===== src/rtl/memory_controller_pkg.sv =====
// Shared encodings, sizes and helpers for the main-memory arbiter.
// Imported by memory_controller and mem_burst_sequencer.
package memory_controller_pkg;

  localparam int ADDR_WIDTH = 17;
  localparam int LEN        = 32;
  localparam int MAX_BURST  = 8;
  localparam int BURST_W    = 4;

  localparam logic [1:0] MEM_NOP   = 2'b00;
  localparam logic [1:0] MEM_READ  = 2'b01;
  localparam logic [1:0] MEM_WRITE = 2'b10;

  localparam logic [1:0] MEM_RESTING      = 2'b00;
  localparam logic [1:0] MEM_INST_WORKING = 2'b01;
  localparam logic [1:0] MEM_DATA_WORKING = 2'b10;

  typedef enum logic [1:0] {
    MC_IDLE = 2'd0,
    MC_INST = 2'd1,
    MC_DATA = 2'd2,
    MC_DONE = 2'd3
  } mc_state_t;

  function automatic logic [BURST_W-1:0] clamp_len(
    input logic [BURST_W-1:0] len
  );
    if (len > BURST_W'(MAX_BURST))
      return BURST_W'(MAX_BURST);
    return len;
  endfunction

  function automatic logic [ADDR_WIDTH-1:0] word_align(
    input logic [ADDR_WIDTH-1:0] a
  );
    return a & ~ADDR_WIDTH'(3);
  endfunction

endpackage


===== src/rtl/mem_burst_sequencer.sv =====
// Burst counter, address generator, store-word select and load capture.
// Ports: start/inst_load/active control, burst params, RAM side, rdata.
module mem_burst_sequencer
  import memory_controller_pkg::*;
(
  input  logic                       clk,
  input  logic                       rst_n,
  input  logic                       start,
  input  logic                       write,
  input  logic [ADDR_WIDTH-1:0]      base,
  input  logic [BURST_W-1:0]         len,
  input  logic [MAX_BURST*LEN-1:0]   wdata,
  input  logic                       inst_load,
  input  logic [ADDR_WIDTH-1:0]      inst_addr,
  input  logic                       active,
  output logic                       last,
  output logic [ADDR_WIDTH-1:0]      ram_addr,
  output logic                       ram_we,
  output logic [LEN-1:0]             ram_wdata,
  input  logic [LEN-1:0]             ram_rdata,
  output logic [MAX_BURST*LEN-1:0]   rdata
);

  localparam int IW = $clog2(MAX_BURST);

  logic [ADDR_WIDTH-1:0]    base_q;
  logic [BURST_W-1:0]       len_q;
  logic                     wr_q;
  logic [MAX_BURST*LEN-1:0] wbuf;
  logic [IW-1:0]            cnt;
  logic [IW-1:0]            nxt;
  logic [ADDR_WIDTH-1:0]    noff;

  assign nxt  = cnt + 1'b1;
  assign noff = {{(ADDR_WIDTH-IW-2){1'b0}}, nxt, 2'b00};
  assign last = (BURST_W'(cnt) == len_q - 1'b1);

  // ram_addr/ram_we/ram_wdata are registered one word ahead so the
  // RAM sees word k during the k-th DATA cycle.
  always_ff @(posedge clk or negedge rst_n) begin
    if (!rst_n) begin
      base_q    <= '0;
      len_q     <= '0;
      wr_q      <= 1'b0;
      wbuf      <= '0;
      cnt       <= '0;
      ram_addr  <= '0;
      ram_we    <= 1'b0;
      ram_wdata <= '0;
      rdata     <= '0;
    end else if (start) begin
      base_q    <= word_align(base);
      len_q     <= len;
      wr_q      <= write;
      wbuf      <= wdata;
      cnt       <= '0;
      ram_addr  <= word_align(base);
      ram_we    <= write;
      ram_wdata <= wdata[LEN-1:0];
    end else if (inst_load) begin
      ram_addr  <= word_align(inst_addr);
      ram_we    <= 1'b0;
    end else if (active) begin
      if (!wr_q)
        rdata[cnt*LEN +: LEN] <= ram_rdata;
      if (last) begin
        ram_we    <= 1'b0;
      end else begin
        cnt       <= nxt;
        ram_addr  <= base_q + noff;
        ram_wdata <= wbuf[nxt*LEN +: LEN];
      end
    end
  end

endmodule


===== src/rtl/memory_controller.sv =====
// Arbitrates icache word reads and LSU bursts onto one memory port.
// Ports: inst_*, data_*, mem_status broadcast, ram_* memory side.
module memory_controller
  import memory_controller_pkg::*;
(
  input  logic                     clk,
  input  logic                     rst_n,
  input  logic [1:0]               inst_vis_signal,
  input  logic [ADDR_WIDTH-1:0]    inst_vis_addr,
  output logic [LEN-1:0]           inst_data,
  input  logic [1:0]               data_vis_signal,
  input  logic [ADDR_WIDTH-1:0]    data_vis_addr,
  input  logic [BURST_W-1:0]       data_vis_len,
  input  logic [MAX_BURST*LEN-1:0] data_wdata,
  output logic [MAX_BURST*LEN-1:0] data_rdata,
  output logic                     data_done,
  output logic [1:0]               mem_status,
  output logic [ADDR_WIDTH-1:0]    ram_addr,
  output logic                     ram_we,
  output logic [LEN-1:0]           ram_wdata,
  input  logic [LEN-1:0]           ram_rdata
);

  mc_state_t state;
  logic      data_req;
  logic      inst_req;
  logic      start;
  logic      inst_load;
  logic      last;

  // A zero-length burst is a NOP, so it never blocks the icache.
  assign data_req  = (data_vis_signal != MEM_NOP) &&
                     (data_vis_len != '0);
  assign inst_req  = (inst_vis_signal == MEM_READ);
  assign start     = (state == MC_IDLE) && data_req;
  assign inst_load = (state == MC_IDLE) && !data_req && inst_req;

  assign inst_data = (state == MC_INST) ? ram_rdata : '0;

  always_ff @(posedge clk or negedge rst_n) begin
    if (!rst_n) begin
      state      <= MC_IDLE;
      mem_status <= MEM_RESTING;
      data_done  <= 1'b0;
    end else begin
      data_done <= 1'b0;
      unique case (state)
        MC_IDLE: begin
          unique case (1'b1)
            start: begin
              state      <= MC_DATA;
              mem_status <= MEM_DATA_WORKING;
            end
            inst_load: begin
              state      <= MC_INST;
              mem_status <= MEM_INST_WORKING;
            end
            default: ;
          endcase
        end
        MC_INST: begin
          state      <= MC_IDLE;
          mem_status <= MEM_RESTING;
        end
        MC_DATA: begin
          if (last) begin
            state     <= MC_DONE;
            data_done <= 1'b1;
          end
        end
        MC_DONE: begin
          state      <= MC_IDLE;
          mem_status <= MEM_RESTING;
        end
        default: begin
          state      <= MC_IDLE;
          mem_status <= MEM_RESTING;
        end
      endcase
    end
  end

  mem_burst_sequencer u_seq (
    .clk       (clk),
    .rst_n     (rst_n),
    .start     (start),
    .write     (data_vis_signal == MEM_WRITE),
    .base      (data_vis_addr),
    .len       (clamp_len(data_vis_len)),
    .wdata     (data_wdata),
    .inst_load (inst_load),
    .inst_addr (inst_vis_addr),
    .active    (state == MC_DATA),
    .last      (last),
    .ram_addr  (ram_addr),
    .ram_we    (ram_we),
    .ram_wdata (ram_wdata),
    .ram_rdata (ram_rdata),
    .rdata     (data_rdata)
  );

endmodule


===== config.mk =====
export PLATFORM = sky130hd
export DESIGN_NAME = memory_controller
export DESIGN_NICKNAME = d
export VERILOG_FILES = /design/src/rtl/memory_controller_pkg.sv /design/src/rtl/mem_burst_sequencer.sv /design/src/rtl/memory_controller.sv
export SDC_FILE = /design/constraint.sdc
export NUM_CORES = 1
export LEC_CHECK = 0
export CAP_MARGIN = 25
export CORE_AREA = 2 2 261 263
export CTS_BUF_LIST = sky130_fd_sc_hd__clkbuf_4
export DETAILED_ROUTE_END_ITERATION = 10
export DIE_AREA = 0 0 263 265
export GPL_ROUTABILITY_DRIVEN = 1
export HOLD_SLACK_MARGIN = 0.05
export PLACE_DENSITY = 0.64
export SYNTH_ARGS = -nofsm -noshare
export SYNTH_HDL_FRONTEND = slang
export SYNTH_SLANG_ARGS = --single-unit
export TNS_END_PERCENT = 100

===== constraint.sdc =====
create_clock -name clk -period 4 [get_ports clk]
set_clock_uncertainty 0.05 [all_clocks]
set_input_delay 1.2 -clock clk [delete_from_list [all_inputs] [get_ports clk]]
set_output_delay 1.2 -clock clk [all_outputs]
set_load 0.01 [all_outputs]

==> summary.txt, run 1 <==
Min Tclk post-route: 3.87 ns
CP Buf/Inv Count: 2
Switching pwr: 10.3 mW
# Max-Cap Violations: 0
Clk_lat worst skew: 0.94 ns
Core box area: 66800 um2
CTS root buf: clkbuf_4
Synth Flop Type: dfrtp_1
CTS sink cnt: 588
Critical path arrival: 2.62 ns
DR WL met2: 42000 um
Max Clock Freq: 259 MHz
Slew HR: 36.9%
Distinct cells, synth: 67
Global route total overflow: 0
Fill cell count: 5909
CP Max Fanout: 9
Final setup TNS: 0 ns
Yosys warning count: 0
IO buf count: 666
Antenna violations before repair: 22
Largest stage delay, worst path: 0.70 ns
CP delay by family, top: buffers and inverters
Routed metal-1 wirelength: 33300 um
Share of flip-flops with an asynchronous set or reset: 100%
Pin count of the biggest net entering global routing: 82
Hold_buf cts: 0
P_int: 18.5 mW
Pwr/cell area: 819 nW/um2
Crit path max-delay cell type: clkdlybuf4s50_1
Die Wd: 263 um
Post-DP HPWL: 61200 um
Commonest non-fill, non-tap cell in the layout: nand2_1
DRC viols: 0
DR iter-0 viols: 1296
I/O pins: 673
Synth top area share: 58.6%
Total leakage power: 16.2 nW
Htree depth: 4
Wire per inst: 20.7 um
Antenna-violating nets left: 0
Layout cell share with drive strength beyond 1: 19.5%
Clock buffer count from CTS: 157
Switch share: 35.8%
CTS tree: built
Die ar.: 69700 um2
Max-slew violations: 0
RSZ-0062 raised after global routing: no
EDFF count, synth: 0
Worst setup EP type: output pin
WS Path Type: in2out
Vias in the first global route: 21300
Slew @ Worst Pin: 0.947 ns
Hold Vio Cnt, Final: 0
Uppermost routed layer: met5
Initial Utilization: 37.6%
WP data required: 2.75 ns
Site Rows: 95
Sequential share of power: 36.4%
Synth Instances: 2296
Worst Setup Start Kind: primary input
DR WL met3: 6230 um
Vias/cell: 5.03
Final core utilization: 52.7%
Yosys top cell by area: dfrtp_1
Most frequent cells in the layout: 945 x nand2_1, 663 x clkdlybuf4s50_1, 585 x dfrtp_1
Post-synthesis sequential area ratio: 58.6%
Most common cell on crit path: clkdlybuf4s50_1
Final setup vio count: 0
Clock share of power: 18.1%
Synthesized area: 25100 um2
# nets final: 3413
Drt pass-1 iters: 5
FF+latch count, synth: 588
Die Y: 265 um
Status: finished, final reports clean
GPL Wtd Cong: 0.887
Final worst-path cycle share: 96.6%
Gate power share: 45.5%
Final WL: 83900 um
Mapped Avg Cell Area: 10.9 um2
Routed vias: 20400
Cell Chain, Critical Path: clkdlybuf4s50_1 > and2_1 > clkdlybuf4s50_1
Synthesis-to-finish area growth: 40.2%
Maximum clock insertion buffer count: 3
Worst vdd ir: 0.000452 V
All-Layer GR Usage: 24.1%
Area contributors post-synth: dfrtp_1 59%, nand2_1 14%, mux2_2 8.2%, mux4_2 5.7%, buf_2 1.8%
Worst-path clk slew: 0.06 ns
Min-Delay Path Class: in2async
First-pass GRT wire length: 128000 um
Yosys cell counts, drive strengths merged, types with 4 or more instances:
master	n
nand2	955
dfrtp	588
mux2	196
buf	106
mux4	64
o21ai	52
nand3	48
and2	35
clkbuf	34
o211ai	34
mux2i	32
nor2	25
nor3	11
a31oi	9
inv	9
xnor2	8
ha	7
a21o	6
xor2	6
a21oi	5
and3	5
a211oi	4
nand2b	4
nor2b	4
o22ai	4
or2	4
path summary, 6_finish.rpt:
path                                 start              end  slack (ns)  cells past startpoint
min                                  rst_n  u_seq.wbuf[240]        0.22                      1
min in group clk           u_seq.wbuf[254]  u_seq.wbuf[254]        0.42                      2
max                          ram_rdata[19]    inst_data[19]        0.13                      3
min reg2reg                u_seq.wbuf[254]  u_seq.wbuf[254]        0.42                      2
max in group asynchronous            rst_n  u_seq.rdata[93]        2.61                      3
max reg2reg                   u_seq.cnt[0]  u_seq.rdata[19]        0.90                      6
power groups by stage:
stage	clock (mW)	sequential (mW)	combinational (mW)
floorplan	0	10.8	6.74
global placement	0	10.4	12.9
detailed placement	0	10.6	13.2
finish	5.21	10.5	13.1
CTS	5.40	10.5	13.3
global route	5.72	10.8	14.1
timing repair:
item | CTS | global route
resized for setup | 8 | 0
setup buffers | 2 | 0
endpoints found under the setup margin | 32 | 0
layer usage:
| layer | GRT usage [%] | vias to the layer above |
|---|---|---|
| met5 | 0 | - |
| met4 | 8.57 | 30 |
| met3 | 7.12 | 150 |
| met2 | 41.2 | 838 |
| met1 | 29.0 | 10100 |
| li1 | - | 9288 |
flip-flops by register name, summed over array words and instances, names as in the netlist, 2 cells and up:
register and count:
mem_status 2, state 2, u_seq.base_q 15, u_seq.cnt 3, u_seq.len_q 4, u_seq.ram_addr 15, u_seq.ram_wdata 32, u_seq.rdata 256
u_seq.wbuf 256
through the flow:
step / std cells / worst slack [ns] / area [um2] / hold slack [ns] / total power [mW]
after floorplan: 2297 / 1.05 / 25100 / 0.390 / 17.6
after global placement: 3784 / 0.147 / 33200 / 0.403 / 23.4
after detailed placement: 3784 / 0.131 / 33200 / 0.407 / 23.8
after CTS: 4049 / 0.0654 / 35200 / 0.126 / 29.2
after global routing: 4052 / 0.0608 / 35200 / 0.174 / 30.7
final: 4054 / 0.134 / 35200 / 0.221 / 28.8
cell families (layout without fill, tap and decap cells):
group | count (synthesis) | in the layout | share of synthesized area (%)
other | 1 | 6 | 0.0149
flip-flops | 588 | 588 | 58.6
multiplexers | 292 | 292 | 15.8
buffers and inverters | 149 | 1029 | 2.85
XOR/XNOR | 15 | 15 | 0.583
AO/OA/AOI/OAI | 135 | 135 | 3.82
adder cells (fa/ha/maj) | 8 | 8 | 0.429
AND/OR/NAND/NOR | 1108 | 1108 | 17.8
final cells by class:
cell class | instances | area (um2) | area share [%]
diodes | 4 | 10.0 | 0.0284
clock buffers | 231 | 1730 | 4.93
clock inverters | 32 | 194 | 0.551
inverters | 9 | 33.8 | 0.0960
multi-input cells | 1560 | 9730 | 27.7
flip-flops and latches | 588 | 14700 | 41.8
well taps | 873 | 1090 | 3.10
repair buffers | 757 | 7660 | 21.8
Power figures use the tool's default switching activity.
==> inputs of run 2 (changes only) <==
Settings changed: CORE_AREA 2 2 261 263 to not set, CORE_MARGIN set to 2, CORE_UTILIZATION set to 36, DIE_AREA 0 0 263 265 to not set, PLACE_DENSITY 0.64 to 0.61.
==> run 2 against run 1 <==
Clock-buffer cell count rose by 1. Critical path depth unchanged. Design area is 0.48% higher. First-iteration DRC count shrank 14%. Non-clock buffer count rose by 8. Sequential cell count is the same. Sequential share of layout area fell by 0.20 points. Register-to-register slack worse by 0.02 ns. Routed wire length down 0.33%. Sequential power about the same. Total power rose by 0.48%. Largest power group unchanged.
==> summary.txt, run 2 (synthesis results as in run 1) <==
Status: finished, final reports clean
Final worst slack: 0.202 ns
Final setup vio count: 0
Uppermost routed layer: met5
Core box area: 68800 um2
Largest registers: u_seq.rdata (256), u_seq.wbuf (256), u_seq.ram_wdata (32)
Die Wd: 268 um
Min Tclk post-route: 3.80 ns
Commonest non-fill, non-tap cell in the layout: nand2_1
Critical R2R Capture: u_seq.rdata[206]
Routed metal-1 wirelength: 32800 um
Pwr/cell area: 819 nW/um2
Hold Vio Cnt, Final: 0
First-pass GRT wire length: 126000 um
CTS sink cnt: 588
Worst-path clk slew: 0.08 ns
R2R depth: 7
Slew @ Worst Pin: 1.02 ns
Layout cell share with drive strength beyond 1: 19.8%
Area post-placement: 33200 um2
Total leakage power: 16.3 nW
Post-DP HPWL: 60700 um
Design area: 35400 um2
# Max-Cap Violations: 0
Antenna-violating nets left: 0
DR iter-0 viols: 1111
Final WL: 83600 um
Max Clock Freq: 263 MHz
Worst vdd ir: 0.000615 V
Final core utilization: 51.4%
Die Y: 268 um
Htree depth: 4
CP Max Fanout: 3
Slew HR: 32.3%
Global route total overflow: 0
CTS root buf: clkbuf_4
# nets final: 3421
Critical path arrival: 2.55 ns
Maximum clock insertion buffer count: 3
I/O pins: 673
Wire per inst: 20.2 um
DR WL met2: 41400 um
Antenna violations before repair: 30
DR WL met3: 6940 um
Crit path from: ram_rdata[1]
Total power: 29.0 mW
Placement Setup Slack: 0.194 ns
RSZ-0062 raised after global routing: no
Critical R2R Launch: u_seq.cnt[0]
Drt pass-1 iters: 5
Worst setup path endpoint: inst_data[1]
Die ar.: 71800 um2
Site Rows: 96
All-Layer GR Usage: 23.3%
Hold Slack: 0.395 ns
Vias/cell: 4.92
WS Path Type: in2out
Final setup TNS: 0 ns
Final instance count without filler cells: 4131
Routed vias: 20300
Worst setup EP type: output pin
Most frequent cells in the layout: 945 x nand2_1, 665 x clkdlybuf4s50_1, 585 x dfrtp_1
Max-slew violations: 0
Vias in the first global route: 21300
Clock buffer count from CTS: 157
Synthesis-to-finish area growth: 40.9%
Final worst-path cycle share: 95.0%
IO buf count: 666
DRC viols: 0
WP data required: 2.75 ns
Fill cell count: 6198
Reg2reg setup slack: 0.88 ns
Initial Utilization: 36.5%
Min-Delay Path Class: reg2reg
CTS tree: built
Cell count after placement: 3848
GPL Wtd Cong: 0.901
Pin count of the biggest net entering global routing: 81
Worst Setup Start Kind: primary input
Clk_lat worst skew: 0.97 ns
[run 2: worst max-delay path, stage by stage]
cell             delay [ns]
clkdlybuf4s50_1        0.63
and2_1                 0.18
clkdlybuf4s50_1        0.53
[run 2: area by class of cell]
| class | count | area, um2 | share of cell area [%] |
|---|---|---|---|
| flip-flops and latches | 588 | 14700 | 41.6 |
| multi-input cells | 1560 | 9730 | 27.5 |
| repair buffers | 765 | 7670 | 21.7 |
| clock buffers | 232 | 1740 | 4.93 |
| well taps | 931 | 1160 | 3.29 |
| clock inverters | 35 | 269 | 0.761 |
| inverters | 9 | 33.8 | 0.0956 |
| diodes | 11 | 27.5 | 0.0779 |
[run 2: timing repair]
action / in CTS / in global routing
hold buffers: 1 / 0
setup buffers: 1 / 1
gates cloned: 0 / 0
resized for setup: 5 / 0
endpoints found under the hold margin: 32 / 0
setup endpoints to repair: 32 / 2
[run 2: how the worst min path moves through the flow]
| stage | from | end | slack, ns | cells past startpoint |
|---|---|---|---|---|
| detailed placement | u_seq.rdata[126] | u_seq.rdata[126] | 0.41 | 2 |
| CTS | u_seq.rdata[121] | u_seq.rdata[121] | 0.42 | 2 |
| global route | state[0] | state[1] | 0.43 | 1 |
| floorplan | u_seq.wbuf[100] | u_seq.wbuf[100] | 0.39 | 2 |
| finish | state[0] | state[1] | 0.40 | 1 |
| global placement | u_seq.rdata[99] | u_seq.rdata[99] | 0.40 | 2 |
[run 2: metal layers]
metal / vias up / global-route usage (%)
met1: 10100 / 27.3
met2: 751 / 39.5
met5: - / 0
li1: 9308 / -
met4: 28 / 8.89
met3: 162 / 7.80
[run 2: power breakdown]
| part | total (mW) | switching, mW | internal [mW] |
|---|---|---|---|
| combinational | 13.0 | 6.14 | 6.91 |
| sequential | 10.5 | 1.64 | 8.85 |
| clock | 5.42 | 2.52 | 2.90 |
| total | 29.0 | 10.3 | 18.7 |
==> inputs of run 3 (changes only) <==
Settings changed: CELL_PAD_IN_SITES_DETAIL_PLACEMENT set to 0, CELL_PAD_IN_SITES_GLOBAL_PLACEMENT set to 1, PLACE_DENSITY 0.61 to 0.76.
Clock period 4 ns to 3.5 ns, I/O delays scaled along.
==> run 3 against run 2 <==
Utilization is 0.075 points lower. First-iteration DRC count up 12%. Combinational power is 15% higher. Worst hold slack gained 0.022 ns. Sequential power is 14% higher. Largest cell class unchanged. Sequential share of layout area is 0.053 points higher. Die area stayed put. Register-to-register slack lost 0.41 ns. Setup slack better by 0.021 ns. Sequential cell count unchanged. Highest routed layer unchanged.
==> summary.txt, run 3 (synthesis results as in run 1) <==
Global route total overflow: 0
Critical R2R Capture: u_seq.ram_addr[16]
First-pass GRT wire length: 128000 um
Core box area: 68800 um2
Final WL: 84500 um
Final worst-path cycle share: 93.6%
Status: finished, final reports clean
Post-DP HPWL: 60500 um
# Max-Cap Violations: 0
Antenna violations before repair: 25
GR Util met2: 40.6%
RSZ-0062 raised after global routing: no
WHS Endpoint: u_seq.rdata[126]
Slew HR: 45.0%
WS Path Type: reg2out
Commonest non-fill, non-tap cell in the layout: nand2_1
CTS sink cnt: 588
WP data required: 2.40 ns
Vias/cell: 4.92
Fill cell count: 6221
Vias in the first global route: 21300
DRC viols: 0
All-Layer GR Usage: 23.6%
CP Max Fanout: 32
Routed vias: 20300
Antenna-violating nets left: 0
Largest registers: u_seq.rdata (256), u_seq.wbuf (256), u_seq.ram_wdata (32)
# Post-CTS Setup Buffers: 0
IO buf count: 666
Final setup TNS: 0 ns
Drt pass-1 iters: 5
Htree depth: 4
Hold Slack: 0.417 ns
Most frequent cells in the layout: 945 x nand2_1, 633 x clkdlybuf4s50_1, 587 x dfrtp_1
Crit path from: state[0]
Worst vdd ir: 0.000571 V
Final setup vio count: 0
Met3 Usage GRT: 8.14%
Worst Setup Start Kind: flop
Max Clock Freq: 305 MHz
DR iter-0 viols: 1249
Site Rows: 96
Die Y: 268 um
Critical path arrival: 2.18 ns
Initial Utilization: 36.5%
Critical R2R Launch: u_seq.cnt[0]
Clock buffer count from CTS: 159
Max-slew violations: 0
Busiest grt layer: met2
CTS tree: built
Min Tclk post-route: 3.28 ns
# nets final: 3417
R2R depth: 9
Total leakage power: 16.4 nW
Maximum clock insertion buffer count: 3
Layout cell share with drive strength beyond 1: 19.8%
Worst-path clk slew: 0.06 ns
Wire per inst: 20.5 um
I/O pins: 673
Hold Vio Cnt, Final: 0
Pwr/cell area: 938 nW/um2
Die ar.: 71800 um2
Worst setup EP type: output pin
M1 GR Usage: 27.5%
Min-Delay Path Class: reg2reg
GPL Wtd Cong: 0.885
Pin count of the biggest net entering global routing: 88
Die Wd: 268 um
Synthesis-to-finish area growth: 40.7%
Min-delay src: u_seq.rdata[126]
Clk_lat worst skew: 0.97 ns
CTS root buf: clkbuf_4
Slew @ Worst Pin: 0.825 ns
Reg2reg setup slack: 0.47 ns
Hold depth: 2
[run 3: cell types whose count changed in the layout (fill, tap and decap cells not counted), sizes merged, moves of 5 or more]
cell	previous run	this run
clkdlybuf4s50	665	633
dlygate4sd2	0	31
clkbuf	232	243
buf	99	93
diode	11	6
[run 3: metrics by stage]
stage	power (mW)	cells	instance area (um2)	worst slack (ns)	util (%)
floorplan	20.1	2297	25100	0.550	-
global placement	26.7	3845	33300	0.0331	48.3
detailed placement	27.2	3846	33300	0.0496	48.4
CTS	33.6	4123	35300	0.0202	51.3
global route	35.4	4127	35300	0.0260	51.3
finish	33.1	4129	35300	0.223	51.3
[run 3: worst max-delay path by stage]
stage                              end  slack (ns)  depth (start not counted)
floorplan           u_seq.ram_addr[13]        0.55                         10
global placement          inst_data[3]        0.03                          4
detailed placement       inst_data[16]        0.05                          3
CTS                       inst_data[1]        0.02                          4
global route             inst_data[12]        0.03                          4
finish                   inst_data[29]        0.22                          4
[run 3: final cells by class]
class	instances	area, um2	share of cell area (%)
diodes	6	15.0	0.0425
clock buffers	242	1820	5.15
clock inverters	34	214	0.606
inverters	9	33.8	0.0957
multi-input cells	1560	9730	27.6
flip-flops and latches	588	14700	41.7
well taps	931	1160	3.30
repair buffers	759	7610	21.6
[run 3: per-layer routing]
layer,part of all wire [%],up-vias,wire length [um]
met5,0.15,-,123
met2,50,728,42200
met4,2.5,20,2080
li1,-,9316,-
met3,8.0,146,6760
met1,39,10100,33300
[run 3: critical path, cell delays in order, from the launching register on]
cell	delay (ns)
dfrtp_1	0.34
nor2b_2	0.18
buf_12	0.21
and2_1	0.16
dlygate4sd2_1	0.28
[run 3: power breakdown]
| part | switching, mW | internal [mW] | total [mW] | leakage, nW |
|---|---|---|---|---|
| clock network | 2.91 | 3.29 | 6.21 | 1.21 |
| logic | 7.01 | 7.92 | 14.9 | 8.01 |
| registers | 1.88 | 10.1 | 12.0 | 7.21 |
[run 3: repair_timing]
action | 4_1_cts | 5_1_grt
endpoints found under the setup margin | 32 | 1
hold buffers | 1 | 0
endpoints found under the hold margin | 32 | 0
gates resized for setup | 33 | 1
